<file path="config.mk">
export PLATFORM = sky130hd
export DESIGN_NAME = serial_add_ctrl
export DESIGN_NICKNAME = d
export VERILOG_FILES = /design/src/rtl/serial_add_pkg.sv /design/src/rtl/serial_add_ctrl_fa.sv /design/src/rtl/serial_add_ctrl.sv
export SDC_FILE = /design/constraint.sdc
export NUM_CORES = 1
export LEC_CHECK = 0
export CAP_MARGIN = 25
export CORE_MARGIN = 3
export CORE_UTILIZATION = 50
export DETAILED_ROUTE_END_ITERATION = 12
export HOLD_SLACK_MARGIN = 0.05
export PLACE_DENSITY = 0.78
export SKIP_LAST_GASP = 1
export SLEW_MARGIN = 10
export SYNTH_ARGS = -nofsm -noshare
export SYNTH_HDL_FRONTEND = slang
export SYNTH_SLANG_ARGS = --single-unit
</file>
<file path="constraint.sdc">
create_clock -name clk -period 2.1 [get_ports clk]
set_input_delay 0.42 -clock clk [delete_from_list [all_inputs] [get_ports clk]]
set_output_delay 0.42 -clock clk [all_outputs]
set_load 0.05 [all_outputs]
</file>
<file path="src/rtl/serial_add_pkg.sv">
// Shared types and limits for the bit-serial add/subtract controller.
package serial_add_pkg;

  typedef enum logic [1:0] {
    IDLE = 2'd0,
    RUN  = 2'd1,
    DONE = 2'd2
  } state_t;

  localparam int WIDTH_MIN = 2;
  localparam int WIDTH_MAX = 64;

endpackage

</file>
<file path="src/rtl/serial_add_ctrl_fa.sv">
// Single 1-bit full-adder cell, the only arithmetic in the serial adder.
module fa (
  input  logic a,
  input  logic b,
  input  logic c,
  output logic s,
  output logic cy
);

  assign s  = a ^ b ^ c;
  assign cy = (a & b) | (a & c) | (b & c);

endmodule

</file>
<file path="src/rtl/serial_add_ctrl.sv">
// Bit-serial add/subtract controller: one full-adder cell time-shared over
// WIDTH clocks, LSB first, with a one-cycle done pulse on completion.
module serial_add_ctrl
  import serial_add_pkg::*;
#(
  parameter int WIDTH = 8
) (
  input  logic             clk,
  input  logic             rst_n,
  input  logic             start,
  input  logic             sub,
  input  logic             cin,
  input  logic [WIDTH-1:0] a,
  input  logic [WIDTH-1:0] b,
  output logic             ready,
  output logic             busy,
  output logic             done,
  output logic [WIDTH-1:0] sum,
  output logic             cout,
  output logic             ovf
);

  localparam int CW = $clog2(WIDTH);

  generate
    if (WIDTH < WIDTH_MIN || WIDTH > WIDTH_MAX) begin : g_width_check
      $error("serial_add_ctrl: WIDTH out of range");
    end
  endgenerate

  state_t           state_reg, state_next;
  logic [WIDTH-1:0] a_sh_reg, b_sh_reg;
  logic [WIDTH-2:0] res_sh_reg;
  logic [CW-1:0]    cnt_reg;
  logic             carry_reg;
  logic [WIDTH-1:0] sum_reg;
  logic             cout_reg, ovf_reg;
  logic             cell_s, cell_cy;
  logic             last_bit;

  fa u_fa (
    .a  (a_sh_reg[0]),
    .b  (b_sh_reg[0]),
    .c  (carry_reg),
    .s  (cell_s),
    .cy (cell_cy)
  );

  assign last_bit = (cnt_reg == CW'(WIDTH - 1));

  always_ff @(posedge clk or negedge rst_n) begin
    if (!rst_n) begin
      state_reg <= IDLE;
    end else begin
      state_reg <= state_next;
    end
  end

  always_comb begin
    state_next = state_reg;
    ready      = 1'b0;
    busy       = 1'b0;
    done       = 1'b0;
    case (state_reg)
      IDLE: begin
        ready = 1'b1;
        if (start) state_next = RUN;
      end
      RUN: begin
        busy = 1'b1;
        if (last_bit) state_next = DONE;
      end
      DONE: begin
        done       = 1'b1;
        state_next = IDLE;
      end
      default: state_next = IDLE;
    endcase
  end

  always_ff @(posedge clk or negedge rst_n) begin
    if (!rst_n) begin
      a_sh_reg   <= '0;
      b_sh_reg   <= '0;
      res_sh_reg <= '0;
      cnt_reg    <= '0;
      carry_reg  <= 1'b0;
      sum_reg    <= '0;
      cout_reg   <= 1'b0;
      ovf_reg    <= 1'b0;
    end else begin
      case (state_reg)
        IDLE: begin
          if (start) begin
            a_sh_reg  <= a;
            b_sh_reg  <= b ^ {WIDTH{sub}};
            carry_reg <= sub ? 1'b1 : cin;
            cnt_reg   <= '0;
          end
        end
        RUN: begin
          a_sh_reg   <= a_sh_reg >> 1;
          b_sh_reg   <= b_sh_reg >> 1;
          res_sh_reg <= (WIDTH-1)'({cell_s, res_sh_reg} >> 1);
          carry_reg  <= cell_cy;
          if (last_bit) begin
            // carry_reg still holds the carry into the MSB on this edge
            sum_reg  <= {cell_s, res_sh_reg};
            cout_reg <= cell_cy;
            ovf_reg  <= carry_reg ^ cell_cy;
          end else begin
            cnt_reg <= cnt_reg + 1'b1;
          end
        end
        default: ;
      endcase
    end
  end

  assign sum  = sum_reg;
  assign cout = cout_reg;
  assign ovf  = ovf_reg;

endmodule

</file>
==> metrics.md <==
| Metric | Value |
|---|---|
| Pin count of the biggest net entering global routing | `40` |
| Die W | `about 65 um` |
| Reg clk slew, reported paths | `0.11 ns` |
| Ranking of synthesized cells by area | `dfrtp_1 56%, nand2_1 6.9%, mux2_2 6.5%` |
| Drt wl/cell | `14.1 um` |
| Overall routing resource usage | `between 15 and 20%` |
| Max-cap violations | `0` |
| Worst Setup SP | `sum[0]` |
| Final hold slack | `0.159 ns` |
| Slew HR | `45.8%` |
| CTS tree | `yes` |
| Post-CTS Resized | `0` |
| Via count | `roughly 1300` |
| CTS H-tree depth | `2` |
| Clock root buffer | `clkbuf_4` |
| Crit Path Max Fanout | `2` |
| Place WS | `0.214 ns` |
| Count of cell types in the netlist | `25` |
| Vias/cell | `5.36` |
| Number of iterations in the first detailed-routing pass | `5` |
| Initial drt markers | `52` |
| Register bit total from synthesis | `39` |
| Reg power frac | `39.4%` |
| Final Hold Vio Count | `0` |
| Final setup violation count | `0` |
| Fmax | `519 MHz` |
| Combinational power share | `48.8%` |
| # IOs | `34` |
| Worst Setup End Kind | `output port` |
| Residual DRC | `0` |
| Crit path DAT | `about 1.5 ns` |
| Antenna violations before repair | `0` |
| CTS sink cnt | `39` |
| Critical path required time | `1.68 ns` |
| Antenna Violating Nets Remaining | `0` |
| Share of cells above drive strength 1 | `14.7%` |
| Pleak | `0.986 nW` |
| Final setup margin | `0.174 ns` |
| Fraction of post-synthesis cell area in the top cell type by area | `56.4%` |
| VDD IR-drop max | `roughly 0.00058 V` |
| Status | `finished, final reports clean` |
| # diodes | `0` |
| RSZ-0062 raised after global routing | `no` |
| YS warnings | `0` |
| Power Density | `1520 nW/um2` |
| GRT overflow | `0` |
| Hold Buf Count CTS | `0` |
| Port bufs | `33` |
| Setup bufs post-CTS | `0` |
| Power Internal | `roughly 1.9 mW` |
| DP HPWL | `about 2.5 mm` |
| Worst-path cell chain | `clkdlybuf4s50_1` |
| Syn_area_per_cell | `11.2 um2` |
| Clk pwr share | `11.7%` |
| Finished Core Util | `a little under 70%` |
| Minimum clock period | `1.93 ns` |
| Layout net count | `about 210` |
| Yosys top cell by area | `dfrtp_1` |
| Period utilization | `91.7%` |
| CP max stage cell | `clkdlybuf4s50_1` |
| Crit path max-delay family | `buffers and inverters` |
| Syn_nets | `179` |
| Syn Std Cell Area | `1730 um2` |
| Synth Instances | `155` |
| Clock Tree Buf Depth | `2` |
| Final Slew Violations | `0` |
| Post-synthesis sequential area ratio | `between 50 and 60%` |
| Least-Margin Pin Slew | `0.813 ns` |
| Core area | `about 3200 um2` |
| Clock Skew | `0.00944 ns` |
| Die Area | `4210 um2` |
| Sum Neg Setup Slack | `0 ns` |
| Num rows | `20` |
| HP Class | `in -> async` |
| TritonCTS Buffers | `5` |
| Final WL | `3.31 mm` |
| Crit-path max cell delay | `0.80 ns` |
| WS Path Type | `reg -> out` |
| First-pass GRT wire length | `5.67 mm` |
| RD Place Congestion | `approximately 0.74` |
| Worst r2r src | `cnt_reg[0]` |
| Sw frac | `41.6%` |
| P&R area growth vs syn | `24.9%` |
| Switch Pwr | `1.37 mW` |
| Initial Util | `54.5%` |
| Die height | `roughly 65 um` |
| CP startpoint kind | `flop` |
| Bufs and invs on worst path | `1` |
| Vias in the first global route | `1269` |
| Worst skew pair latency | `0.34 ns` |
## path summary, 6_finish.rpt
check	end	slack (ns)	depth (start not counted)
min in group clk	res_sh_reg[0]	0.49	2
max in group asynchronous	b_sh_reg[7]	1.42	1
worst max-delay path	sum[0]	0.17	1
worst max register to register	sum[7]	0.37	4
worst min-delay path	sum[6]	0.16	1
worst min register to register	res_sh_reg[0]	0.49	2
## metrics by stage
stage / cell area (um2) / instances / power [mW]
after detailed placement: 2110 / 227 / 2.94
after CTS: 2160 / 234 / 3.32
after global placement: 2110 / 227 / 2.85
after global routing: 2160 / 234 / 3.52
after floorplan: 1730 / 155 / 2.41
final: 2160 / 234 / 3.29
## routing by layer
layer | vias up | share of wire (%) | GRT usage, %
li1 | 598 | - | -
met1 | 622 | 45 | 21.8
met2 | 29 | 50 | 28.4
met3 | 5 | 4.2 | 5.89
met4 | 0 | 1.2 | 7.92
met5 | - | 0 | 0
## cells in the mapped netlist
library cell and instances:
a21o_1 1, a221o_1 5, a22o_1 2, a22oi_1 7, a2bb2oi_1 1, a32o_1 1
buf_2 7, buf_6 2, clkbuf_1 1, dfrtp_1 39, fa_1 1, ha_1 2
inv_1 2, inv_4 1, mux2_2 10, nand2_1 32, nand2b_1 3, nand3b_1 3
nor2_1 9, nor2b_1 2, o211ai_1 2, o21ai_0 11, o21bai_2 1, or3b_1 1
xnor2_1 9
## power by group through the flow
stage / logic [mW] / registers (mW) / clock network (mW)
2_1_floorplan: 0.842 / 1.57 / 0
3_3_place_gp: 1.56 / 1.29 / 0
3_5_place_dp: 1.62 / 1.32 / 0
4_1_cts: 1.62 / 1.30 / 0.396
5_1_grt: 1.73 / 1.34 / 0.442
6_report: 1.61 / 1.30 / 0.386
## cell usage in the layout, fill, tap and decap left out, drive strengths merged
cell           count
o21ai             11
clkbuf             6
or3b               1
o21bai             1
nand3b             3
a221o              5
o211ai             2
dfrtp             39
nand2b             3
inv                3
a22o               2
a22oi              7
xnor2              9
clkdlybuf4s50     29
a21o               1
nand2             32
a32o               1
buf                9
mux2              10
nor2b              2
nor2               9
clkinv             1
a2bb2oi            1
ha                 2
fa                 1
## kinds of logic (layout without fill, tap and decap cells)
family	count (synthesis)	in the layout	share of synthesized area, %
simple gates	50	50	12.5
flops	39	39	56.4
compound gates	31	31	13.2
buf+inv	13	48	4.34
mux	10	10	6.50
xor+xnor	9	9	4.55
fa+ha+maj	3	3	2.60
## cell type report
cell class / count / area [um2]
multi-input cells: 103 / 681
well taps: 44 / 55.1
repair buffers: 38 / 380
flip-flops and latches: 39 / 976
fillers: 255 / 1020
inverters: 3 / 13.8
clock inverters: 1 / 5.00
clock buffers: 6 / 51.3
Note: power is estimated with default switching activity, not from simulation.
